`src/rtl/ysyx_22041211_mem_arbiter_pkg.sv`:
```
// Shared types for the memory arbiter: FSM state encoding, owner IDs and the
// fixed-priority-with-alternation pick used when IFU and LSU collide.
package ysyx_22041211_mem_arbiter_pkg;

    typedef enum logic [2:0] {
        ARB_IDLE     = 3'd0,
        ARB_IFU_REQ  = 3'd1,
        ARB_IFU_WAIT = 3'd2,
        ARB_LSU_REQ  = 3'd3,
        ARB_LSU_WAIT = 3'd4
    } arb_state_e;

    typedef enum logic {
        ARB_OWNER_IFU = 1'b0,
        ARB_OWNER_LSU = 1'b1
    } arb_owner_e;

    localparam logic [3:0] MEM_WMASK_WORD = 4'b1111;

    // On a tie the unit that did not own the previous transaction wins.
    function automatic arb_owner_e arb_pick(input logic ifu_req, input logic lsu_req,
                                            input arb_owner_e last_owner);
        arb_owner_e win;
        if (ifu_req && lsu_req) begin
            if (last_owner == ARB_OWNER_LSU) win = ARB_OWNER_IFU;
            else                             win = ARB_OWNER_LSU;
        end else if (ifu_req) begin
            win = ARB_OWNER_IFU;
        end else begin
            win = ARB_OWNER_LSU;
        end
        return win;
    endfunction

endpackage

```
`src/rtl/ysyx_22041211_arb_watchdog.sv`:
```
// Response watchdog: counts waiting cycles and flags expiry on the TIMEOUT-th
// consecutive enabled cycle, so the error response lands TIMEOUT cycles after grant.
module ysyx_22041211_arb_watchdog #(
    parameter int TIMEOUT = 255,
    parameter int CNT_W   = 8
) (
    input  logic clk,
    input  logic rst,
    input  logic clr_i,
    input  logic en_i,
    output logic expire_o
);

    localparam logic [CNT_W-1:0] LAST = CNT_W'(TIMEOUT - 1);

    logic [CNT_W-1:0] cnt_q;
    logic [CNT_W-1:0] cnt_d;

    always_comb begin
        cnt_d = cnt_q;
        if (clr_i)     cnt_d = '0;
        else if (en_i) cnt_d = cnt_q + 1'b1;
    end

    always_ff @(posedge clk) begin
        if (!rst) cnt_q <= '0;
        else      cnt_q <= cnt_d;
    end

    assign expire_o = en_i && (cnt_q == LAST);

endmodule

```
`src/rtl/ysyx_22041211_mem_arbiter.sv`:
```
// Shares one memory port between IFU (read-only) and LSU, one transaction at a
// time, alternating priority on contention and timing out stuck responses.
module ysyx_22041211_mem_arbiter
    import ysyx_22041211_mem_arbiter_pkg::*;
#(
    parameter int DATA_LEN = 32,
    parameter int ADDR_LEN = 32,
    parameter int TIMEOUT  = 255,
    parameter int CNT_W    = 8
) (
    input  logic                clk,
    input  logic                rst,

    input  logic                ifu_req_i,
    input  logic [ADDR_LEN-1:0] ifu_addr_i,
    output logic                ifu_gnt_o,
    output logic                ifu_rvalid_o,
    output logic [DATA_LEN-1:0] ifu_rdata_o,
    output logic                ifu_err_o,

    input  logic                lsu_req_i,
    input  logic                lsu_we_i,
    input  logic [ADDR_LEN-1:0] lsu_addr_i,
    input  logic [DATA_LEN-1:0] lsu_wdata_i,
    input  logic [3:0]          lsu_wmask_i,
    output logic                lsu_gnt_o,
    output logic                lsu_rvalid_o,
    output logic [DATA_LEN-1:0] lsu_rdata_o,
    output logic                lsu_err_o,

    output logic                mem_req_o,
    output logic                mem_we_o,
    output logic [ADDR_LEN-1:0] mem_addr_o,
    output logic [DATA_LEN-1:0] mem_wdata_o,
    output logic [3:0]          mem_wmask_o,
    input  logic                mem_gnt_i,
    input  logic                mem_rvalid_i,
    input  logic [DATA_LEN-1:0] mem_rdata_i
);

    arb_state_e          state_q, state_d;
    arb_owner_e          owner_q, owner_d;
    logic [ADDR_LEN-1:0] addr_q,  addr_d;
    logic                we_q,    we_d;
    logic [DATA_LEN-1:0] wdata_q, wdata_d;
    logic [3:0]          wmask_q, wmask_d;

    arb_owner_e win;
    logic       in_wait;
    logic       wd_expire;

    assign win     = arb_pick(ifu_req_i, lsu_req_i, owner_q);
    assign in_wait = (state_q == ARB_IFU_WAIT) || (state_q == ARB_LSU_WAIT);

    ysyx_22041211_arb_watchdog #(
        .TIMEOUT (TIMEOUT),
        .CNT_W   (CNT_W)
    ) u_watchdog (
        .clk      (clk),
        .rst      (rst),
        .clr_i    (!in_wait),
        .en_i     (in_wait && !mem_rvalid_i),
        .expire_o (wd_expire)
    );

    always_ff @(posedge clk) begin
        if (!rst) state_q <= ARB_IDLE;
        else      state_q <= state_d;
    end

    always_ff @(posedge clk) begin
        if (!rst) begin
            owner_q <= ARB_OWNER_LSU;
            addr_q  <= '0;
            we_q    <= 1'b0;
            wdata_q <= '0;
            wmask_q <= '0;
        end else begin
            owner_q <= owner_d;
            addr_q  <= addr_d;
            we_q    <= we_d;
            wdata_q <= wdata_d;
            wmask_q <= wmask_d;
        end
    end

    // Next state; the request is latched so memory never sees req_i combinationally.
    always_comb begin
        state_d = state_q;
        owner_d = owner_q;
        addr_d  = addr_q;
        we_d    = we_q;
        wdata_d = wdata_q;
        wmask_d = wmask_q;
        case (state_q)
            ARB_IDLE: begin
                if (ifu_req_i || lsu_req_i) begin
                    owner_d = win;
                    if (win == ARB_OWNER_IFU) begin
                        state_d = ARB_IFU_REQ;
                        addr_d  = ifu_addr_i;
                        we_d    = 1'b0;
                        wdata_d = '0;
                        wmask_d = MEM_WMASK_WORD;
                    end else begin
                        state_d = ARB_LSU_REQ;
                        addr_d  = lsu_addr_i;
                        we_d    = lsu_we_i;
                        wdata_d = lsu_wdata_i;
                        wmask_d = lsu_wmask_i;
                    end
                end
            end
            ARB_IFU_REQ:  if (mem_gnt_i) state_d = mem_rvalid_i ? ARB_IDLE : ARB_IFU_WAIT;
            ARB_LSU_REQ:  if (mem_gnt_i) state_d = mem_rvalid_i ? ARB_IDLE : ARB_LSU_WAIT;
            ARB_IFU_WAIT: if (mem_rvalid_i || wd_expire) state_d = ARB_IDLE;
            ARB_LSU_WAIT: if (mem_rvalid_i || wd_expire) state_d = ARB_IDLE;
            default:      state_d = ARB_IDLE;
        endcase
    end

    always_comb begin
        ifu_gnt_o    = 1'b0;
        ifu_rvalid_o = 1'b0;
        ifu_rdata_o  = '0;
        ifu_err_o    = 1'b0;
        lsu_gnt_o    = 1'b0;
        lsu_rvalid_o = 1'b0;
        lsu_rdata_o  = '0;
        lsu_err_o    = 1'b0;
        mem_req_o    = 1'b0;
        mem_we_o     = 1'b0;
        mem_addr_o   = '0;
        mem_wdata_o  = '0;
        mem_wmask_o  = '0;
        if ((state_q == ARB_IFU_REQ) || (state_q == ARB_LSU_REQ)) begin
            mem_req_o   = 1'b1;
            mem_we_o    = we_q;
            mem_addr_o  = addr_q;
            mem_wdata_o = wdata_q;
            mem_wmask_o = wmask_q;
        end
        // A real response beats an expiry landing in the same cycle.
        case (state_q)
            ARB_IFU_REQ: begin
                ifu_gnt_o = mem_gnt_i;
                if (mem_gnt_i && mem_rvalid_i) begin
                    ifu_rvalid_o = 1'b1;
                    ifu_rdata_o  = mem_rdata_i;
                end
            end
            ARB_IFU_WAIT: begin
                if (mem_rvalid_i) begin
                    ifu_rvalid_o = 1'b1;
                    ifu_rdata_o  = mem_rdata_i;
                end else if (wd_expire) begin
                    ifu_rvalid_o = 1'b1;
                    ifu_err_o    = 1'b1;
                end
            end
            ARB_LSU_REQ: begin
                lsu_gnt_o = mem_gnt_i;
                if (mem_gnt_i && mem_rvalid_i) begin
                    lsu_rvalid_o = 1'b1;
                    lsu_rdata_o  = we_q ? '0 : mem_rdata_i;
                end
            end
            ARB_LSU_WAIT: begin
                if (mem_rvalid_i) begin
                    lsu_rvalid_o = 1'b1;
                    lsu_rdata_o  = we_q ? '0 : mem_rdata_i;
                end else if (wd_expire) begin
                    lsu_rvalid_o = 1'b1;
                    lsu_err_o    = 1'b1;
                end
            end
            default: ;
        endcase
    end

endmodule

```
`config.mk`:
```
export PLATFORM = sky130hd
export DESIGN_NAME = ysyx_22041211_mem_arbiter
export DESIGN_NICKNAME = d
export VERILOG_FILES = /design/src/rtl/ysyx_22041211_mem_arbiter_pkg.sv /design/src/rtl/ysyx_22041211_arb_watchdog.sv /design/src/rtl/ysyx_22041211_mem_arbiter.sv
export SDC_FILE = /design/constraint.sdc
export NUM_CORES = 1
export LEC_CHECK = 0
export ABC_AREA = 1
export BUFFER_PORTS_ARGS = -buffer_cell sky130_fd_sc_hd__buf_2
export CAP_MARGIN = 20
export CORE_MARGIN = 5
export CORE_UTILIZATION = 39
export CTS_CLUSTER_SIZE = 25
export DETAILED_ROUTE_END_ITERATION = 6
export GPL_TIMING_DRIVEN = 0
export PLACE_DENSITY_LB_ADDON = 0.05
export SLEW_MARGIN = 20
export SYNTH_ARGS = -nofsm -noshare
export SYNTH_HDL_FRONTEND = slang
export SYNTH_HIERARCHICAL = 1
export SYNTH_SLANG_ARGS = --single-unit
```
`constraint.sdc`:
```
create_clock -name clk -period 1.7 [get_ports clk]
set_input_delay 0.34 -clock clk [delete_from_list [all_inputs] [get_ports clk]]
set_output_delay 0.34 -clock clk [all_outputs]
set_load 0.01 [all_outputs]
```
==> reports/qor.yml <==
timing:
  rsz0062_at_grt: "true"
  setup_viol: 80
  finalHoldViolations: 0
  setup_ws_ps: -410
  tightest_slew_ps: 490
  hold_ws_ps: 250
  period_minus_slack_ps: 2110
  fin_crit_sh: 1.24
  fin_setup_tns_ps: -25130
  skew_ps: 11.0
  slew_headroom: 0.673
  max_freq_mhz: 474
  slew_violations: 0
die:
  dieArea_um2: 13500
  initial_utilization: 0.403
  ios: 279
  rows: 38
  die_x_um: 116
  die-height_um: 116
  coreArea_um2: 10900
setup_path:
  cp-start-kind: "register"
  critPathMaxFanout: 4
  worstSetupPathType: "reg -> out"
  crit_path_end_kind: "output port"
  cp.required_ps: 1360
  cp.arrival_ps: 1770
status:
  status: "finished, violations left"
  violations: "setup timing"
drt:
  via_per_inst: 4.76
  drt-pass1-iter-count: 5
  ant_nets: 0
  vias: 5436
  drt-initial-drc-count: 217
  routed_wl_mm: 15.7
  wl_per_cell_um: 13.7
  drc_errors: 0
synth:
  synthArstFlopShare: 0
  synth_seq_cells: 81
  yosysMostFrequentCell: "nor2_1"
  ys_seq_area_frac: 0.368
  synth_edf_count: 0
  synthCells: 699
  synth_area_leader_cell: "dfxtp_1"
  syn_nets: 840
  synth_flop_cell: "dfxtp_1"
  synth_area_um2: 4400
  synth_common_cells: "nor2_1 (119), inv_1 (113), a21oi_1 (107)"
  synthDistinctLibCells: 25
  netlist.area_leader.share: 0.368
  synth_area_per_cell_um2: 6.30
  synthTopCellsByArea: "dfxtp_1 (37%), a21oi_1 (12%), nor2_1 (10%), inv_1 (9.6%), nand2_1 (8.0%)"
  yosys_warnings: 6
placed_design:
  dp_cells: 1117
  place_congestion: 0.828
  preCtsSetupSlack_ps: -299
  portBuffers: 278
  dp_hpwl_mm: 12.4
global_route:
  grt-ovfl-total: 0
  grt_max_degree: 15
  grt_pass1_vias: 5106
  grt_antenna_before_repair: 2
  grt_use_total: 0.221
  grt_pass1_wl_mm: 24.1
run:
  cap_violations: 0
layout:
  fillers: 1124
  diodes: 0
  final_util: 0.599
  syn2layout_area_growth_pct: 48.8
  stdcell_count: 1142
  drive_above_1_share: 0.383
  final_nets: 1138
cts:
  cts.htree.levels: 3
  cts-root-buf: "clkbuf_16"
  clk_pin_slew_worst_paths_ps: 70
  clkLatencyLatePin_ps: 340
  clock_path_buffers: 2
  tritoncts: "built"
  clock_sinks: 81
  postCtsHoldBufs: 0
  cts_buffers: 9
min_path:
  hold_path.class: "in -> reg"
pwr:
  vdd_drop_max_v: 0.000611
  cellPowerDensity_nw_per_um2: 1360
  leakage_uw: 0.00336
## final cells by class
cell class,instances,area (um^2),area share
Multi-Input combinational cell,452,2200,0.336
Sequential cell,81,1630,0.249
Timing Repair Buffer,287,1460,0.223
Inverter,119,452,0.0689
Buffer,47,325,0.0496
Clock buffer,11,243,0.0370
Tap cell,140,175,0.0267
Clock inverter,5,63.8,0.00974
## where the power goes
part	switching [uW]	internal, uW	total (uW)
clock network	808	1190	2000
logic	2610	1610	4210
registers	268	2450	2720
total	3680	5250	8930
## path summary, 6_finish.rpt
kind | from | endpoint | slack, ps | cells after the start
max | state_q[1] | lsu_rvalid_o | -410 | 10
min | ifu_addr_i[20] | addr_q[20] | 250 | 3
max reg2reg | state_q[1] | addr_q[4] | 80 | 9
min reg2reg | wmask_q[1] | wmask_q[1] | 460 | 2
## cell families (layout without fill, tap and decap cells)
group	Yosys count	in the layout	share of synthesized area
DFF	81	81	0.368
buffers and inverters	166	469	0.157
AOI/OAI and AO/OA	153	153	0.176
and+or+nand+nor	297	297	0.293
adders and majority gates	2	2	0.00568
## registers in the layout (all words and copies together), names as in the netlist
name / cells
addr_q: 32
wdata_q: 32
u_watchdog/cnt_q: 8
wmask_q: 4
state_q: 3
owner_q: 1
we_q: 1
## cells in the final DEF (no fill, tap or decap), types with 2 or more instances in the layout
cell type,netlist,layout
buf_2,24,293
nor2_1,119,115
inv_1,113,110
a21oi_1,107,107
nand2_1,94,89
dfxtp_1,81,78
nand3_1,41,40
o21ai_0,35,33
nor3_1,26,19
buf_4,2,17
nor3_2,10,15
clkbuf_1,16,12
clkbuf_16,0,9
o21ai_1,7,8
inv_2,5,6
buf_6,4,6
nand2_2,2,5
clkbuf_8,0,5
nor2_2,2,4
nor2_4,2,4
inv_4,0,2
nand2_4,0,2
nor3_4,0,2
o21ai_2,2,2
clkinv_4,0,2
dfxtp_4,0,2
ha_1,2,2
## layer usage
layer / GRT usage / up-vias / part of all wire / routed length [um]
met5: 0 / - / 0.0017 / 27
met4: 0.0719 / 4 / 0.019 / 297
met3: 0.0534 / 30 / 0.083 / 1300
met2: 0.395 / 197 / 0.50 / 7810
met1: 0.258 / 2418 / 0.40 / 6240
li1: - / 2787 / - / -
## per-stage QoR
step / power, uW / area (um^2)
6_report: 8930 / 6550
4_1_cts: 8860 / 6480
2_1_floorplan: 5310 / 4450
3_3_place_gp: 6570 / 6010
3_5_place_dp: 6570 / 6010
5_1_grt: 9630 / 6550
## worst max-delay path: stages (launching register included)
cell and delay, ps:
dfxtp_4 360, nor2_4 130, nand2_4 60, nand2_2 60, inv_2 50, nor2_4 100
nand4_1 100, nor3_2 190, inv_2 110, o21ai_2 140, buf_2 140
## timing repair
item                                    4_1_cts  5_1_grt
pin swaps                                     8        5
cloned                                        0        0
endpoints found under the setup margin      141      140
resized for setup                            36       15
setup buffers                                 6        3
No activity file was read; power rests on OpenSTA's default activity.
